**src/rtl/clock_pkg.sv**
```systemverilog
// Shared types and constants for the stopwatch time base and its control FSM.
package clock_pkg;

    localparam int BCD_W = 4;

    localparam logic [BCD_W-1:0] DIG_MAX_DEC = 4'd9;
    localparam logic [BCD_W-1:0] DIG_MAX_HEX = 4'd5;

    typedef enum logic [1:0] {
        IDLE  = 2'd0,
        RUN   = 2'd1,
        PAUSE = 2'd2
    } state_t;

endpackage

```
**src/rtl/bcd_digit_cnt.sv**
```systemverilog
// One BCD digit of the time-base cascade: counts 0..MAX on inc and carries out on wrap.
module bcd_digit_cnt
    import clock_pkg::*;
#(
    parameter logic [BCD_W-1:0] MAX = DIG_MAX_DEC
) (
    input  logic             clk,
    input  logic             rst,
    input  logic             clr,
    input  logic             inc,
    output logic [BCD_W-1:0] q,
    output logic             carry
);

    // Out-of-range values fold back to zero on the next carry-in.
    always_ff @(posedge clk) begin
        if (rst || clr) begin
            q <= '0;
        end else if (inc) begin
            q <= (q >= MAX) ? '0 : q + BCD_W'(1);
        end
    end

    assign carry = inc && (q == MAX);

endmodule

```
**src/rtl/stopwatch_ctrl.sv**
```systemverilog
// Stopwatch controller: key edge detection, IDLE/RUN/PAUSE FSM, tick prescaler and
// a BCD mm:ss.cc time base feeding the display multiplexer.
module stopwatch_ctrl
    import clock_pkg::*;
#(
    parameter int TICK_DIV = 10
) (
    input  logic       clk,
    input  logic       rst,
    input  logic       key_rst_en,
    input  logic       key_ps_en,
    output logic [7:0] cs_bcd,
    output logic [7:0] sec_bcd,
    output logic [7:0] min_bcd,
    output logic       running,
    output logic       paused,
    output logic       ovf
);

    localparam logic [15:0] PRESC_LAST = 16'(TICK_DIV - 1);

    state_t state, state_nxt;

    logic key_rst_q, key_ps_q;
    logic rst_arm, ps_arm;
    logic rst_evt, ps_evt;
    logic [15:0] presc;
    logic tick;

    logic [BCD_W-1:0] cs_u, cs_t, sec_u, sec_t, min_u, min_t;
    logic [5:0] carry;

    // The arm flags ignore a key held through reset release until it is seen low.
    always_ff @(posedge clk) begin
        if (rst) begin
            key_rst_q <= 1'b0;
            key_ps_q  <= 1'b0;
            rst_arm   <= 1'b0;
            ps_arm    <= 1'b0;
            rst_evt   <= 1'b0;
            ps_evt    <= 1'b0;
        end else begin
            key_rst_q <= key_rst_en;
            key_ps_q  <= key_ps_en;
            rst_arm   <= rst_arm | ~key_rst_en;
            ps_arm    <= ps_arm | ~key_ps_en;
            rst_evt   <= key_rst_en & ~key_rst_q & rst_arm;
            ps_evt    <= key_ps_en & ~key_ps_q & ps_arm;
        end
    end

    always_ff @(posedge clk) begin
        if (rst) begin
            state <= IDLE;
        end else begin
            state <= state_nxt;
        end
    end

    // A reset-key event wins over a simultaneous pause/start event.
    always_comb begin
        state_nxt = state;
        if (rst_evt) begin
            state_nxt = IDLE;
        end else if (ps_evt) begin
            unique case (state)
                IDLE:    state_nxt = RUN;
                RUN:     state_nxt = PAUSE;
                PAUSE:   state_nxt = RUN;
                default: state_nxt = IDLE;
            endcase
        end
    end

    assign tick = (state == RUN) && (presc == PRESC_LAST);

    always_ff @(posedge clk) begin
        if (rst || rst_evt) begin
            presc <= '0;
        end else if (state == RUN) begin
            presc <= tick ? '0 : presc + 16'd1;
        end
    end

    bcd_digit_cnt #(.MAX(DIG_MAX_DEC)) u_cs_u (
        .clk(clk), .rst(rst), .clr(rst_evt), .inc(tick),     .q(cs_u),  .carry(carry[0])
    );
    bcd_digit_cnt #(.MAX(DIG_MAX_DEC)) u_cs_t (
        .clk(clk), .rst(rst), .clr(rst_evt), .inc(carry[0]), .q(cs_t),  .carry(carry[1])
    );
    bcd_digit_cnt #(.MAX(DIG_MAX_DEC)) u_sec_u (
        .clk(clk), .rst(rst), .clr(rst_evt), .inc(carry[1]), .q(sec_u), .carry(carry[2])
    );
    bcd_digit_cnt #(.MAX(DIG_MAX_HEX)) u_sec_t (
        .clk(clk), .rst(rst), .clr(rst_evt), .inc(carry[2]), .q(sec_t), .carry(carry[3])
    );
    bcd_digit_cnt #(.MAX(DIG_MAX_DEC)) u_min_u (
        .clk(clk), .rst(rst), .clr(rst_evt), .inc(carry[3]), .q(min_u), .carry(carry[4])
    );
    bcd_digit_cnt #(.MAX(DIG_MAX_HEX)) u_min_t (
        .clk(clk), .rst(rst), .clr(rst_evt), .inc(carry[4]), .q(min_t), .carry(carry[5])
    );

    // The carry out of the minutes-tens digit is the 59:59.99 -> 00:00.00 wrap.
    always_ff @(posedge clk) begin
        if (rst) begin
            ovf <= 1'b0;
        end else begin
            ovf <= carry[5] & ~rst_evt;
        end
    end

    assign cs_bcd  = {cs_t, cs_u};
    assign sec_bcd = {sec_t, sec_u};
    assign min_bcd = {min_t, min_u};
    assign running = (state == RUN);
    assign paused  = (state == PAUSE);

endmodule
```
**config.mk**
```make
export PLATFORM = sky130hd
export DESIGN_NAME = stopwatch_ctrl
export DESIGN_NICKNAME = d
export VERILOG_FILES = /design/src/rtl/clock_pkg.sv /design/src/rtl/bcd_digit_cnt.sv /design/src/rtl/stopwatch_ctrl.sv
export SDC_FILE = /design/constraint.sdc
export NUM_CORES = 1
export LEC_CHECK = 0
export CAP_MARGIN = 5
export CORE_ASPECT_RATIO = 0.8
export CORE_MARGIN = 4
export CORE_UTILIZATION = 40
export CTS_CLUSTER_SIZE = 28
export DETAILED_ROUTE_END_ITERATION = 16
export GPL_ROUTABILITY_DRIVEN = 0
export GPL_TIMING_DRIVEN = 0
export SLEW_MARGIN = 20
export SYNTH_ARGS = -nofsm -noshare
export SYNTH_HDL_FRONTEND = slang
export SYNTH_SLANG_ARGS = --single-unit
```
**constraint.sdc**
```tcl
create_clock -name clk -period 5.99 [get_ports clk]
set_clock_uncertainty 0.15 [all_clocks]
set_input_delay 0.599 -clock clk [delete_from_list [all_inputs] [get_ports clk]]
set_output_delay 0.599 -clock clk [all_outputs]
set_load 0.01 [all_outputs]
```
== Yosys cells after proc, flatten, opt, wreduce, memory -nomap -nowiden ==
Cells that the tools add are included.

* Register bits after elaboration: 49
* Input bits: 4
* Output and inout bits: 27
* Word-level logic and storage cells: 68

* Add/subtract/negate cells: 7
* $lt $le $gt $ge: 6
* Eq/ne operators: 9
* Mux-type cells: 8
* Bitwise logic cells: 12
* Reductions and logical operators: 11

{| class="wikitable"
|+ Operators with widths
! cell !! number
|-
| 4-bit by 1-bit adder with 4-bit output, second input constant || 6
|-
| 4-bit 2-to-1 mux || 6
|-
| 16-bit by 1-bit adder with 16-bit output, second input constant || 1
|-
| 16-bit by 4-bit == test with 1-bit output, second input constant || 1
|-
| 4-bit == test, second input constant || 4
|-
| 4-bit greater-or-equal comparator, second input constant || 4
|-
| 16-bit 2-to-1 mux || 1
|-
| 4-bit by 3-bit == test with 1-bit output, second input constant || 2
|-
| 4-bit by 3-bit greater-or-equal comparator with 1-bit output, second input constant || 2
|-
| 1-bit logical AND || 7
|-
| 1-bit AND || 5
|-
| 1-bit NOT || 5
|-
| 2-bit case mux with 2 select lines || 1
|-
| 2-bit OR reduction || 2
|-
| 2-bit by 1-bit == test with 1-bit output, second input constant || 1
|-
| 2-bit == test, second input constant || 1
|-
| 2-bit logical NOT || 1
|-
| 1-bit bitwise OR || 2
|-
| 1-bit logical OR || 1
|}

== Depth between registers and ports, before layout ==
* Word-level depth: 9
* Depth in mapped cells: 8
* Mapped depth without buffers: 7

== By module ==
A second synthesis with hierarchy kept.

* Cell total of the unflattened synthesis: 272
* Area total of the unflattened synthesis: 2,479.9 µm²

{| class="wikitable"
|+ Modules (own cells, without submodules)
! module !! instances !! cells an instance !! area each (µm²)
|-
| stopwatch_ctrl || 1 || 120 || 1,126.1
|-
| bcd_digit_cnt (u_cs_t ...) || 4 || 24 || 217.7
|-
| bcd_digit_cnt (u_min_t ...) || 2 || 28 || 241.5
|}

== Worst setup path after synthesis ==
Ideal clock, no wire load.

* Path type: reg-to-reg
* From: register presc[0]
* To: register u_min_u.q[3]
* Arrival: 2.690 ns
* Required time: 5.770 ns
* Slack: 3.080 ns
* Cell stages (with the launch flop): 8
* Clock period less this slack: 2.910 ns
* Path through: dfxtp_1 > ha_1 > or4b_1 > or4_4 > or4_1 > buf_2 > or4_1 > a21oi_1

* Longest elaborated chain between the ends: 6

{| class="wikitable"
|+ RTL lines
! what !! line !! text
|-
| start: declaration || stopwatch_ctrl.sv:27 || <nowiki>logic [15:0] presc;</nowiki>
|-
| start signal: assignment || stopwatch_ctrl.sv:81 || <nowiki>presc <= tick ? '0 : presc + 16'd1;</nowiki>
|-
| 16-bit by 4-bit == test with 1-bit output || stopwatch_ctrl.sv:75 || <nowiki>assign tick = (state == RUN) && (presc == PRESC_LAST);</nowiki>
|-
| 1-bit logical AND || stopwatch_ctrl.sv:75 ||
|-
| 1-bit logical AND (4 in series) || bcd_digit_cnt.sv:24 || <nowiki>assign carry = inc && (q == MAX);</nowiki>
|-
| end signal: assignment || bcd_digit_cnt.sv:20 || <nowiki>q <= (q >= MAX) ? '0 : q + BCD_W'(1);</nowiki>
|-
| end: declaration || bcd_digit_cnt.sv:11 || <nowiki>output logic [BCD_W-1:0] q,</nowiki>
|}

Every way passes these cells.
A chain may end at the register's enable or synchronous reset.

== Worst setup path after layout ==
Same ends and word-level chain as after synthesis.

==> results.cfg <==
[drt]
antenna_left = 0
vias = 2134
drtIter0Drc = 110
remaining_drc_errors = 0
dr.pass1.iters = 4
totalWireLength_um = 5420
viasPerCell = 5.09
post_drt_wl_per_cell_um = 12.9

[timing]
timing.final.crit_share_pct = 51.7
rsz0062_at_grt = false
tightest_slew_ns = 0.707
hold_ws_ns = 0.241
fmax_ghz = 0.323
slew_violations = 0
setup_viol = 0
hold_viol_final = 0
slew_headroom_pct = 52.5
period_minus_slack_ns = 3.09
tns_ns = 0

[clock_network]
ctsLongestPathBuffers = 2
root_buffer = clkbuf_8
cts_resized = 0
cts_max_level = 2
postCtsHoldBufs = 0
clk_pin_slew_ns = 0.09
postCtsSetupBuffers = 0
cts_sinks = 49
cts_inserted_buffers = 5
cts_tree = built
clock_latency_ns = 0.29

[final_layout]
fin_nets = 362
antenna_cells = 0
fillers = 616
area_growth_pct = 19.7
drive_gt1_share_pct = 4.44

[grt]
grt_pass1_vias = 1925
antenna_found_initial = 0
grt_max_degree = 14
grt_usage_pct = 15.0
grt_pass1_wl_um = 9100
grt-ovfl-total = 0

[synth]
postSynthCellCount = 301
ys_ff_latch = 49
synth_fp_nets = 325
synth_area_um2 = 2510
avgSynthCellArea_um2 = 8.33
yosys_warnings = 0
yosysSeqAreaShare_pct = 39.1
ys_types = 42

[die]
std_cell_rows = 25
die_h_um = 78.8
ioPinCount = 31
dieArea_um2 = 7600
core_um2 = 6010
die_x_um = 96.5
initial_core_util_pct = 41.7

[run_status]
outcome = finished clean

[flow_run]
cap_violations = 0

[placed_design]
portBuffers = 30
dpl.hpwl_um = 4060

[power]
seq_power_share_pct = 60.5
p_leak_nw = 1.06
p_clk_share_pct = 36.0
comb_power_share_pct = 3.6
vdd_ir_drop_max_mv = 0.115
power.switching_mw = 0.119
power.internal_mw = 0.426
swShare_pct = 21.8
p_per_area_nw_per_um2 = 182
design_power_total_mw = 0.545

[worst_setup_path]
crit_arrival_ns = 3.18
r2r_end = u_min_u.q[3]
r2r_setup_slack_ns = 2.90
path_class = reg2reg
endpoint_kind = flop
path_max_fanout = 7
cp.required_ns = 6.07
r2r-start = presc[0]
r2r_cells = 7
start_kind = flop

[min_path]
worstHoldStart = key_ps_q
hp-class = reg2reg
whs_path_depth = 1
min_to = ps_evt
[layout by cell type (no fill, tap or decap), drive strengths merged, types with 13 or more instances in the layout]
cell,Yosys,final
a21oi,19,19
clkbuf,7,14
clkdlybuf4s50,0,30
dfxtp,49,49
ha,20,20
inv,26,26
nand2,21,21
nand3,19,19
nor2,35,35
o21ai,13,13
[critical path: stages, from the launching register on]
cell and delay [ns]:
dfxtp_1 0.43, ha_1 0.18, or4b_1 0.46, or4_4 0.47, or4_1 0.52, buf_2 0.18
or4_1 0.50, a21oi_1 0.14
[worst max path at each step]
stage,start,endpoint,slack [ns],cells past startpoint
final,presc[0],u_min_u.q[3],2.90,7
after global routing,presc[0],u_min_u.q[3],2.77,7
after CTS,presc[0],u_sec_t.q[3],2.81,6
after detailed placement,presc[0],u_min_u.q[2],2.82,6
after global placement,presc[0],u_sec_t.q[3],2.85,6
after floorplan,presc[0],u_min_u.q[3],3.08,7
[stage by stage]
stage	worst slack, ns	util (%)	std cells	area [µm²]
after floorplan	3.08	-	301	2510
after global placement	2.85	48.4	412	2910
after detailed placement	2.82	48.4	412	2910
after CTS	2.81	49.9	419	2990
after global routing	2.77	50.0	419	3000
final	2.90	50.0	419	3000
[routing by layer]
metal	GRT usage, %	share of wire, %	vias up	wire [µm]
li1	-	-	1114	-
met1	22.4	54	971	2960
met2	21.8	40	47	2170
met3	3.69	5.3	2	287
met4	2.52	0.28	0	15
met5	0	0	-	0
[flip-flops by register name, summed over array words and instances, names as in the netlist]
register and count:
ps_arm 1, rst_arm 1, u_min_t.q 4, u_cs_t.q 4, u_sec_t.q 4, ovf 1, state 2, u_min_u.q 4
presc 16, key_ps_q 1, u_cs_u.q 4, u_sec_u.q 4, key_rst_q 1, ps_evt 1, rst_evt 1
[kinds of logic (layout without fill, tap and decap cells)]
| group | count (synthesis) | after routing | share of synthesized area [%] |
|---|---|---|---|
| DFF | 49 | 49 | 39.1 |
| muxes | 5 | 5 | 2.00 |
| buffers and inverters | 34 | 71 | 5.14 |
| adders and majority gates | 20 | 20 | 9.99 |
| xor gates and xnor gates | 11 | 11 | 3.84 |
| AOI/OAI and AO/OA | 50 | 50 | 11.7 |
| and+or+nand+nor | 132 | 132 | 28.2 |
[area by class of cell]
| class | count | area [µm²] | share of cell area [%] |
|---|---|---|---|
| multi-input combinational | 218 | 1400 | 46.7 |
| sequential | 49 | 981 | 32.7 |
| timing repair buffer | 30 | 300 | 10.0 |
| tap | 81 | 101 | 3.38 |
| inverter | 26 | 97.6 | 3.25 |
| clock buffer | 7 | 86.3 | 2.88 |
| buffer | 8 | 31.3 | 1.04 |
[Yosys cell counts, drive strengths merged]
master   count  area share, %
clkbuf       7            1.0
o22ai        3           0.75
ha          20             10
nor2        35            5.2
xnor2        8            2.8
nand3b       5            1.5
a211oi       4            1.2
or2          2           0.50
o31ai        4            1.2
o211ai       1           0.30
nand3       19            3.8
nor3b        3           0.90
a41o         1           0.40
inv         26            3.9
nand4b       2           0.70
and2         1           0.30
and3         2           0.50
nand4        7            1.7
nor4         3           0.75
a21oi       19            3.8
or4b         2           0.80
a21o         1           0.30
buf          1           0.20
a31oi        1           0.25
a21boi       1           0.30
or3          7            1.8
xor2         3            1.0
and4b        1           0.40
nor2b        7            1.7
mux2i        5            2.0
nand4bb      1           0.45
nor3         5            1.0
nand2b       3           0.75
or4          6            2.1
o21ai       13            2.6
nand2       21            3.1
a41oi        1           0.35
a22oi        1           0.30
dfxtp       49             39
[power by group through the flow]
stage / clock, mW / sequential [mW] / combinational [mW]
2_1_floorplan: 0 / 0.337 / 0.0115
3_3_place_gp: 0 / 0.337 / 0.0194
3_5_place_dp: 0 / 0.337 / 0.0197
4_1_cts: 0.208 / 0.330 / 0.0198
5_1_grt: 0.220 / 0.330 / 0.0219
6_report: 0.196 / 0.330 / 0.0195
Note: power is estimated with default switching activity, not from simulation.
